--- config.mk ---
export PLATFORM = sky130hd
export DESIGN_NAME = decoder_strobe_seq
export DESIGN_NICKNAME = d
export VERILOG_FILES = /design/src/rtl/decoder_strobe_seq.sv
export SDC_FILE = /design/constraint.sdc
export NUM_CORES = 1
export LEC_CHECK = 0
export ABC_AREA = 1
export CAP_MARGIN = 30
export CORE_MARGIN = 2
export CORE_UTILIZATION = 41
export CTS_CLUSTER_SIZE = 20
export DETAILED_ROUTE_END_ITERATION = 16
export HOLD_SLACK_MARGIN = 0.03
export SKIP_LAST_GASP = 1
export SYNTH_ARGS = -nofsm -noshare
export SYNTH_HDL_FRONTEND = slang
export SYNTH_SLANG_ARGS = --single-unit
--- constraint.sdc ---
create_clock -name clk -period 1.9 [get_ports clk]
set_clock_uncertainty 0.1 [all_clocks]
set_input_delay 0.285 -clock clk [delete_from_list [all_inputs] [get_ports clk]]
set_output_delay 0.285 -clock clk [all_outputs]
set_load 0.02 [all_outputs]
--- src/rtl/decoder_strobe_seq.sv ---
// Buffered binary-to-one-hot decoder. It queues {none, index} entries in a small
// circular FIFO and presents each decoded pattern on out for HOLD cycles.
module decoder_strobe_seq #(
   parameter int IN_W  = 3,
   parameter int DEPTH = 4,
   parameter int HOLD  = 4
) (
   input  logic                   clk,
   input  logic                   rst_n,
   input  logic [IN_W-1:0]        in,
   input  logic                   in_none,
   input  logic                   in_valid,
   output logic                   in_ready,
   output logic [(2**IN_W)-1:0]   out,
   output logic                   out_valid,
   output logic                   out_done,
   output logic [$clog2(DEPTH):0] level
);
   localparam int OUT_W = 2**IN_W;
   localparam int PTR_W = $clog2(DEPTH);
   localparam int LVL_W = PTR_W + 1;
   localparam int CNT_W = (HOLD > 1) ? $clog2(HOLD) : 1;

   typedef enum logic {ST_IDLE, ST_HOLD} state_t;

   logic [IN_W:0]    mem [DEPTH];
   logic [PTR_W-1:0] wr_ptr;
   logic [PTR_W-1:0] rd_ptr;
   logic [CNT_W-1:0] cnt;
   state_t           state;
   logic             push;
   logic             pop;
   logic [IN_W:0]    head;

   function automatic logic [OUT_W-1:0] decode(input logic [IN_W:0] entry);
      decode = entry[IN_W] ? '0 : (OUT_W'(1) << entry[IN_W-1:0]);
   endfunction

   // Ready depends only on occupancy, so a full FIFO never accepts even while popping.
   assign in_ready = (level != LVL_W'(DEPTH));
   assign push     = in_valid && in_ready;
   // The counter rests at zero in IDLE, so one term covers both the first pop and reloads.
   assign pop      = (level != '0) && ((state == ST_IDLE) || (cnt == '0));
   assign head     = mem[rd_ptr];

   always_ff @(posedge clk) begin
      if (push) begin
         mem[wr_ptr] <= {in_none, in};
      end
   end

   always_ff @(posedge clk or negedge rst_n) begin
      if (!rst_n) begin
         wr_ptr <= '0;
         rd_ptr <= '0;
         level  <= '0;
      end else begin
         if (push) begin
            wr_ptr <= wr_ptr + PTR_W'(1);
         end
         if (pop) begin
            rd_ptr <= rd_ptr + PTR_W'(1);
         end
         case ({push, pop})
            2'b10:   level <= level + LVL_W'(1);
            2'b01:   level <= level - LVL_W'(1);
            default: level <= level;
         endcase
      end
   end

   always_ff @(posedge clk or negedge rst_n) begin
      if (!rst_n) begin
         state     <= ST_IDLE;
         cnt       <= '0;
         out       <= '0;
         out_valid <= 1'b0;
         out_done  <= 1'b0;
      end else begin
         case (state)
            ST_IDLE: begin
               if (pop) begin
                  state     <= ST_HOLD;
                  cnt       <= CNT_W'(HOLD - 1);
                  out       <= decode(head);
                  out_valid <= 1'b1;
                  out_done  <= (HOLD == 1);
               end else begin
                  out       <= '0;
                  out_valid <= 1'b0;
                  out_done  <= 1'b0;
               end
            end
            ST_HOLD: begin
               if (cnt != '0) begin
                  cnt      <= cnt - CNT_W'(1);
                  out_done <= (cnt == CNT_W'(1));
               end else if (pop) begin
                  cnt       <= CNT_W'(HOLD - 1);
                  out       <= decode(head);
                  out_valid <= 1'b1;
                  out_done  <= (HOLD == 1);
               end else begin
                  state     <= ST_IDLE;
                  out       <= '0;
                  out_valid <= 1'b0;
                  out_done  <= 1'b0;
               end
            end
            default: begin
               state     <= ST_IDLE;
               cnt       <= '0;
               out       <= '0;
               out_valid <= 1'b0;
               out_done  <= 1'b0;
            end
         endcase
      end
   end
endmodule

==> reports/qor.csv, run 1 <==
metric,value,unit
Initial Util,43.2,%
Die H,66.6,µm
WL/cell,10.6,µm
min Tclk post-route,1.84,ns
CTS sink cnt,36,
Critical Path Source Type,flip-flop,
layout cells sized above 1,21.9,%
Die X,66.6,µm
grt ovf,0,
async set-reset flop share out of synthesis,55.6,%
Setup-failing EPs final,0,
Placement Setup Slack,-0.117,ns
top-count cell post-synth,nand2_1,
std cell rows,22,
total power,3.52,mW
Critical Path RT,1.96,ns
drc violations,0,
Detail Route Antenna Nets,0,
PnR worst setup slack,0.0596,ns
largest net degree at the start of global routing,21,
IO Port Bufs,20,
synthesized area,0.00161,mm²
setup bufs post-CTS,0,
initial antenna violation count,0,
Ys Warns,0,
Mapped Nets,163,
# IOs,21,
Crit Path Class,reg -> reg,
Worst Hold Slack,0.254,ns
Die Footprint,0.00443,mm²
area grow syn2layout,27.3,%
Vias/cell,4.46,
core area,0.00372,mm²
final worst-path cycle share,96.9,%
CP arrival,1.90,ns
worst hold path class,in -> async,
first-pass GRT wire length,4.28,mm
status,finished clean,
WL final,2.49,mm
vias in the first global route,1001,
max cap viols,0,
Yosys cell types,23,
area share of the largest cell type after synthesis,31.2,%
Leakage,0.929,nW
Fillers,334,
largest cells by area after synthesis,"dfrtp_1 31%, edfxtp_1 30%, nand2_1 11%, ha_1 3.9%, inv_1 2.8%",
Worst-Skew Late Latency,0.27,ns
"non-filler cells, final",235,
critical path peak fanout,3,
max frequency,0.543,GHz
worst slew pin tran,0.384,ns
vias,1049,
top cell type by total area after synthesis,dfrtp_1,
H-tree depth,2,
register area share after synthesis,61.1,%
synth cell count leaders,"49 x nand2_1, 20 x dfrtp_1, 16 x edfxtp_1",
detailed placer's ending HPWL,1.96,mm
CTS tree,done,
RSZ-0062 raised after global routing,yes,
Clock transition at path regs,0.06,ns
CTS Buf Count,5,
main flop type after synthesis,dfrtp_1,
nets,199,
post-synthesis cell count,150,
"Slew Viols, Final",0,
placed insts,227,
DR pass1 iterations,4,
Root Buffer,clkbuf_8,
number of synthesized register bits,36,
Worst VDD drop,0.000777,V
Starting DRT DRC Count,50,
CP endpoint kind,flip-flop,
diode count,0,
syn avg cell area,10.7,µm²
clock tree buffer depth,2,
placer congestion estimate,0.780,
GRT Total Usage,12.8,%
Post-synth EDFFs,16,
Rel. slew slack,74.4,%
Hold Fails Final Rpt,0,
pwr/cell area,1720,mW/mm²
-- routing by layer --
layer  vias to the layer above  global-route usage [%]  part of all wire, %
li1                        548                       -                    -
met5                         -                       0                    0
met3                         2                    4.05                  3.8
met4                         0                    4.59                 0.24
met1                       484                    15.6                   47
met2                        15                    21.3                   49
-- power by group --
part	switching [mW]	internal [mW]
clock	0.232	0.257
combinational	0.973	0.770
sequential	0.192	1.10
total	1.40	2.12
-- path summary, 6_finish.rpt --
check / start / endpoint / slack [ns] / cells past startpoint
worst max-delay path: level[0]$_DFFE_PN0P_ / level[2]$_DFFE_PN0P_ / 0.06 / 7
min in group clk: cnt[1]$_DFF_PN0_ / out_done$_DFF_PN0_ / 0.37 / 1
worst min register to register: cnt[1]$_DFF_PN0_ / out_done$_DFF_PN0_ / 0.37 / 1
worst min-delay path: rst_n / out[5]$_DFFE_PN0N_ / 0.25 / 2
max in group asynchronous: rst_n / level[0]$_DFFE_PN0P_ / 1.22 / 2
worst max register to register: level[0]$_DFFE_PN0P_ / level[2]$_DFFE_PN0P_ / 0.06 / 7
-- repair_timing --
item | CTS | global route
setup endpoints to repair | 0 | 2
hold buffers | 0 | 0
resized for setup | 0 | 2
-- sequential cells by signal, indices dropped and copies added, names as in the netlist, 2 cells and up --
name / cells
mem: 16
out: 8
level: 3
cnt: 2
rd_ptr: 2
wr_ptr: 2
-- layout by cell type (no fill, tap or decap), types with 2 or more instances in the layout --
master            n
buf_4            11
nor2_1           11
nand2_2           6
clkbuf_1          2
nand2_1          48
inv_1            12
nor2_4            3
clkbuf_8          5
ha_1              4
clkdlybuf4s50_1  19
xor2_1            3
a21oi_1           3
dfrtp_1          18
a21oi_2           2
nand3_1           5
nand2_4           2
edfxtp_1         16
nand3_2           3
dfrtp_2           2
inv_2             2
-- logic make-up (layout without fill, tap and decap cells) --
group | count (synthesis) | after routing | share of synthesized area [%]
adder cells (fa/ha/maj) | 6 | 6 | 5.14
flip-flops | 36 | 36 | 61.1
AO/OA/AOI/OAI | 8 | 8 | 3.74
XOR/XNOR | 4 | 4 | 2.18
buffers and inverters | 17 | 54 | 4.83
AND/OR/NAND/NOR | 78 | 78 | 22.3
multiplexers | 1 | 1 | 0.701
-- area by class of cell --
| cell class | count | area, µm² | area share (%) |
|---|---|---|---|
| Multi-Input combinational cell | 97 | 572 | 28.0 |
| Timing Repair Buffer | 31 | 285 | 14.0 |
| Clock buffer | 7 | 76.3 | 3.74 |
| Inverter | 15 | 61.3 | 3.00 |
| Clock inverter | 1 | 5.00 | 0.245 |
| Sequential cell | 36 | 983 | 48.1 |
| Tap cell | 48 | 60.1 | 2.94 |
-- worst max-delay path, cell delays in order (launching register included) --
cell and delay, ns:
dfrtp_2 0.43, nor2_4 0.18, a21oi_4 0.09, ha_4 0.17
fa_1 0.38, a21oi_1 0.16, o21ai_1 0.09, xor2_1 0.14
-- metrics by stage --
stage,instance area (µm²),utilization [%],TNS [ns]
4_1_cts,2040,54.9,0
2_1_floorplan,1630,-,0
3_5_place_dp,1960,52.7,-0.148
3_3_place_gp,1960,52.7,-0.109
5_1_grt,2040,55.0,-0.0194
6_report,2040,55.0,0
Power figures use the tool's default switching activity.
==> run 2, diff against run 1 <==
GPL_TIMING_DRIVEN = 0   (was not set)
==> run 2 against run 1 <==
  * Final area shrank 0.92%
  * Largest cell class unchanged
  * Non-clock buffer count shrank 6
  * Hold slack gained 0.11 ns
  * Largest power group unchanged
  * Critical path type unchanged
  * Via count shrank 2.1%
  * Critical path depth is the same
  * Core utilization shrank 0.51 points
  * Highest routed layer unchanged
  * Setup slack lost 0.017 ns
==> reports/qor.csv, run 2 (same netlist as run 1, synthesis figures left out) <==
metric,value,unit,change
status,finished clean,,
CTS Hold Bufs,0,,unchanged
max cap viols,0,,unchanged
min Tclk post-route,1.86,ns,+0.0174 ns
CTS sink cnt,36,,unchanged
Die H,66.6,µm,unchanged
Die Footprint,0.00443,mm²,unchanged
Critical Path RT,1.97,ns,about the same
CP cell instances,"nor2_4, a21oi_4, ha_4, fa_1, a21oi_1, o21ai_1, xor2_1",,
Leakage,0.909,nW,-2.2%
clock tree buffer depth,2,,unchanged
met1 Use GR,16.5,%,+0.94 points
"CP delay by family, top",adder cells,,
critical path peak fanout,3,,unchanged
Hold Fails Final Rpt,0,,unchanged
std cell rows,22,,unchanged
diode count,0,,unchanged
first-pass GRT wire length,4.40,mm,+2.7%
met2 Usage GRT,22.0,%,+0.75 points
area of the multi-input gates,572,µm²,unchanged
Die X,66.6,µm,unchanged
Worst VDD drop,0.000661,V,-15%
Clock transition at path regs,0.06,ns,about the same
most frequent cells in the layout,"48 x nand2_1, 19 x clkdlybuf4s50_1, 18 x dfrtp_1, 16 x edfxtp_1, 12 x inv_1",,
nets,193,,-3.0%
Top reg by flops,mem,,
Fillers,332,,-0.60%
Rel. slew slack,38.2,%,-36 points
placer congestion estimate,0.776,,-0.53%
Setup-failing EPs final,0,,unchanged
r2r setup slk,0.04,ns,-0.02 ns
total power,3.60,mW,+2.3%
Vias/cell,4.48,,+0.47%
CP endpoint kind,flip-flop,,
Critical Path Source Type,flip-flop,,
top flop regs,"mem (16), out (8), level (3)",,
gr busiest metal,met2,,
CTS tree,done,,
Initial Util,43.2,%,unchanged
final worst-path cycle share,97.8,%,+0.92 points
core area,0.00372,mm²,unchanged
Crit Path Class,reg -> reg,,
RR Startpoint,level[0]$_DFFE_PN0P_,,
RSZ-0062 raised after global routing,yes,,
area grow syn2layout,26.1,%,
H-tree depth,2,,unchanged
number of flip-flops in the largest register,16,,unchanged
DR pass1 iterations,4,,unchanged
critical path's largest stage delay,0.42,ns,about the same
"commonest non-fill, non-tap cell in the layout",nand2_1,,
grt ovf,0,,unchanged
max frequency,0.538,GHz,-0.94%
met3 Use GR,4.56,%,+0.51 points
hold endpoint,out_done$_DFF_PN0_,,
drc violations,0,,unchanged
Crit-path slowest cell,dfrtp_2,,
R2R depth,7,,unchanged
setup TNS,0,ns,unchanged
Root Buffer,clkbuf_8,,
"Slew Viols, Final",0,,unchanged
layout cells sized above 1,19.3,%,-2.6 points
CTS Buf Count,5,,unchanged
WL final,2.40,mm,-3.4%
min-delay src,cnt[1]$_DFF_PN0_,,
worst path bufs/invs,0,,unchanged
r2r endpoint,level[2]$_DFFE_PN0P_,,
Worst-Skew Late Latency,0.29,ns,+0.02 ns
vias in the first global route,1021,,+2.0%
Starting DRT DRC Count,29,,-42%
pwr/cell area,1780,mW/mm²,+3.3%
Detail Route Antenna Nets,0,,unchanged
largest net degree at the start of global routing,21,,unchanged
Hold Path Stages,1,,
WL/cell,10.5,µm,-0.85%
# IOs,21,,unchanged
worst hold path class,reg -> reg,,
initial antenna violation count,0,,unchanged
GRT Total Usage,13.6,%,+0.83 points
detailed placer's ending HPWL,1.85,mm,-5.7%
Register Area,983,µm²,unchanged
CP arrival,1.92,ns,+0.02 ns
vias,1027,,-2.1%
worst slew pin tran,0.924,ns,+0.540 ns
IO Port Bufs,20,,unchanged
==> run 2: cell count changes in the layout (fill, tap and decap cells not counted) <==
cell       before  now
buf_2           0    1
clkbuf_1        2    0
clkinv_2        1    0
buf_4          11    3
clkinv_1        0    2
buf_6           0    1
bufinv_16       0    1
==> run 2: how the worst max path moves through the flow <==
stage                          from                   end  depth (start not counted)
3_5_place_dp               in_valid  level[2]$_DFFE_PN0P_                          7
2_1_floorplan  level[1]$_DFFE_PN0P_  level[1]$_DFFE_PN0P_                          6
4_1_cts            cnt[0]$_DFF_PN0_  level[1]$_DFFE_PN0P_                          6
6_report       level[0]$_DFFE_PN0P_  level[2]$_DFFE_PN0P_                          7
5_1_grt        level[0]$_DFFE_PN0P_  level[1]$_DFFE_PN0P_                          6
3_3_place_gp               in_valid  level[2]$_DFFE_PN0P_                          7
==> run 2: stage by stage <==
step	hold slack, ns	instances	util (%)	setup slack, ns	instance area, µm²
2_1_floorplan	-0.111	150	-	0.00633	1630
3_3_place_gp	0.354	218	50.9	-0.170	1890
3_5_place_dp	0.356	218	50.9	-0.194	1890
4_1_cts	0.364	228	54.2	0.00929	2010
5_1_grt	0.390	229	54.5	-0.0179	2020
6_report	0.359	229	54.5	0.0421	2020
==> run 2: layout make-up <==
class | instances | share of cell area, %
Buffer | 2 | 0.803
Clock buffer | 5 | 3.40
Clock inverter | 3 | 1.85
Inverter | 15 | 3.03
Multi-Input combinational cell | 97 | 28.2
Sequential cell | 36 | 48.6
Tap cell | 48 | 2.97
Timing Repair Buffer | 23 | 11.1
==> run 2: repair_timing <==
action,in CTS,in global routing
pin swaps,1,0
gates cloned,0,0
buffers inserted,2,1
endpoints found under the hold margin,0,0
setup endpoints to repair,2,3
resized for setup,1,1
==> run 2: report_power, final <==
group          internal [mW]  switching, mW  leakage (nW)  total [mW]
registers               1.10          0.153         0.392        1.25
clock network          0.381          0.246        0.0532       0.627
logic                  0.735          0.990         0.463        1.73
total                   2.21           1.39         0.909        3.60
==> run 2: routing by layer <==
metal | wire (µm) | up-vias
met5 | 0 | -
met3 | 118 | 5
met2 | 1180 | 20
met4 | 38 | 0
met1 | 1070 | 470
li1 | - | 532
==> run 3, diff against run 2 <==
PLACE_DENSITY_LB_ADDON = 0.1   (was not set)
==> run 3 against run 2 <==
  * Hold slack improved by 0.0041 ns
  * Routed wire length increased by 19%
  * Via count is 6.1% higher
  * Sequential share of layout area about the same
  * First-iteration DRC count is 69% higher
==> reports/qor.csv, run 3 (same netlist as run 1, synthesis figures left out) <==
metric,value,unit,change
CTS Buf Count,5,,unchanged
dpl cell area,0.00189,mm²,unchanged
max cap viols,0,,unchanged
diode count,0,,unchanged
worst hold path class,reg -> reg,,
Initial Util,43.2,%,unchanged
first-pass GRT wire length,4.84,mm,+10%
worst slew pin tran,0.906,ns,-0.0185 ns
initial antenna violation count,0,,unchanged
CTS Hold Bufs,0,,unchanged
"Slew Viols, Final",0,,unchanged
largest net degree at the start of global routing,21,,unchanged
Hold Path Stages,1,,unchanged
CP arrival,1.91,ns,about the same
Setup-failing EPs final,0,,unchanged
RSZ-0062 raised after global routing,yes,,
WL/cell,12.3,µm,+17%
max frequency,0.543,GHz,+0.87%
CTS sink cnt,36,,unchanged
Top reg by flops,mem,,
Crit-path slowest cell,dfrtp_2,,
final worst-path cycle share,96.9,%,-0.84 points
detailed placer's ending HPWL,2.03,mm,+9.9%
Die X,66.6,µm,unchanged
number of flip-flops in the largest register,16,,unchanged
Die Footprint,0.00443,mm²,unchanged
design area,0.00203,mm²,about the same
top flop regs,"mem (16), out (8), level (3)",,
Critical Path Source Type,flip-flop,,
r2r setup slk,0.06,ns,+0.02 ns
clock tree buffer depth,2,,unchanged
grt ovf,0,,unchanged
core area,0.00372,mm²,unchanged
vias,1090,,+6.1%
CTS tree,done,,
"commonest non-fill, non-tap cell in the layout",nand2_1,,
Critical Path RT,1.97,ns,about the same
std cell rows,22,,unchanged
Worst-Skew Late Latency,0.29,ns,about the same
pwr/cell area,1780,mW/mm²,+0.26%
most frequent cells in the layout,"48 x nand2_1, 19 x clkdlybuf4s50_1, 18 x dfrtp_1, 16 x edfxtp_1, 12 x inv_1",,
placer congestion estimate,0.731,,-5.9%
CP endpoint kind,flip-flop,,
CP cell instances,"nor2_4, a21oi_4, ha_4, fa_1, a21oi_1, o21ai_1, xor2_1",,
WL final,2.85,mm,+19%
Vias/cell,4.70,,+4.8%
layout cells sized above 1,20.1,%,+0.77 points
Clock transition at path regs,0.06,ns,about the same
Hold Fails Final Rpt,0,,unchanged
worst path bufs/invs,0,,unchanged
CP Capture Point,level[2]$_DFFE_PN0P_,,
Starting DRT DRC Count,49,,+69%
area grow syn2layout,26.2,%,about the same
critical path peak fanout,3,,unchanged
Leakage,0.908,nW,about the same
drc violations,0,,unchanged
Detail Route Antenna Nets,0,,unchanged
GRT Total Usage,15.4,%,+1.8 points
DR pass1 iterations,4,,unchanged
"CP delay by family, top",adder cells,,
min Tclk post-route,1.84,ns,-0.0159 ns
Die H,66.6,µm,unchanged
H-tree depth,2,,unchanged
nets,196,,+1.6%
# IOs,21,,unchanged
vias in the first global route,1111,,+8.8%
IO Port Bufs,20,,unchanged
Crit path depth,7,,unchanged
Worst VDD drop,0.000835,V,+26%
Rel. slew slack,39.4,%,+1.2 points
setup TNS,0,ns,unchanged
status,finished clean,,
critical path's largest stage delay,0.42,ns,about the same
critical path launch point,level[1]$_DFFE_PN0P_,,
R2R depth,7,,unchanged
Crit Path Class,reg -> reg,,
Root Buffer,clkbuf_8,,
r2r endpoint,level[2]$_DFFE_PN0P_,,
RR Startpoint,level[1]$_DFFE_PN0P_,,
[run 3: cell types whose count changed in the layout (fill, tap and decap cells not counted)]
cell and change:
dlygate4sd2_1 +1, dlymetal6s2s_1 -1, buf_4 +3, bufinv_16 -1, clkinv_1 -1, nand2_8 +1
clkbuf_1 +2, nand2_4 -1
[run 3: report_power, final]
group / leakage (nW) / switching [mW] / internal (mW)
logic: 0.476 / 1.06 / 0.794
registers: 0.392 / 0.158 / 1.10
clock network: 0.0399 / 0.250 / 0.255
total: 0.908 / 1.47 / 2.15
[run 3: per-layer routing]
layer / vias to the layer above / GRT usage, % / wire length (µm)
met2: 24 / 25.8 / 1470
met3: 4 / 6.42 / 137
li1: 543 / - / -
met4: 0 / 6.12 / 36
met1: 519 / 17.4 / 1210
met5: - / 0 / 0
[run 3: repair_timing]
action,CTS,global route
resized for setup,1,2
pin swaps,1,1
endpoints found under the setup margin,2,2
gates cloned,0,0
buffers inserted,2,4
[run 3: final cells by class]
cell class	count	area (µm²)
plain buffers	2	16.3
clock buffers	7	76.3
clock inverters	1	3.75
fillers	340	1690
inverters	15	61.3
multi-input cells	97	581
flip-flops and latches	36	983
well taps	48	60.1
repair buffers	26	244
[run 3: how the worst min path moves through the flow]
stage                     slack, ns            endpoint        startpoint
after floorplan               -0.11    cnt[0]$_DFF_PN0_             rst_n
after global placement         0.35  out_done$_DFF_PN0_  cnt[1]$_DFF_PN0_
after detailed placement       0.36  out_done$_DFF_PN0_  cnt[1]$_DFF_PN0_
after CTS                      0.37  out_done$_DFF_PN0_  cnt[1]$_DFF_PN0_
after global routing           0.37  out_done$_DFF_PN0_  cnt[1]$_DFF_PN0_
final                          0.36  out_done$_DFF_PN0_  cnt[1]$_DFF_PN0_
[run 3: metrics by stage]
stage	setup WS, ns	hold WS, ns	instances	utilization [%]	power [mW]
final	0.0581	0.364	232	54.5	3.62
after global routing	-0.0257	0.375	232	54.5	3.94
after CTS	0.000992	0.366	228	53.5	3.57
after detailed placement	-0.178	0.357	218	50.9	3.02
after global placement	-0.157	0.350	218	50.9	2.97
after floorplan	0.00633	-0.111	150	-	2.47
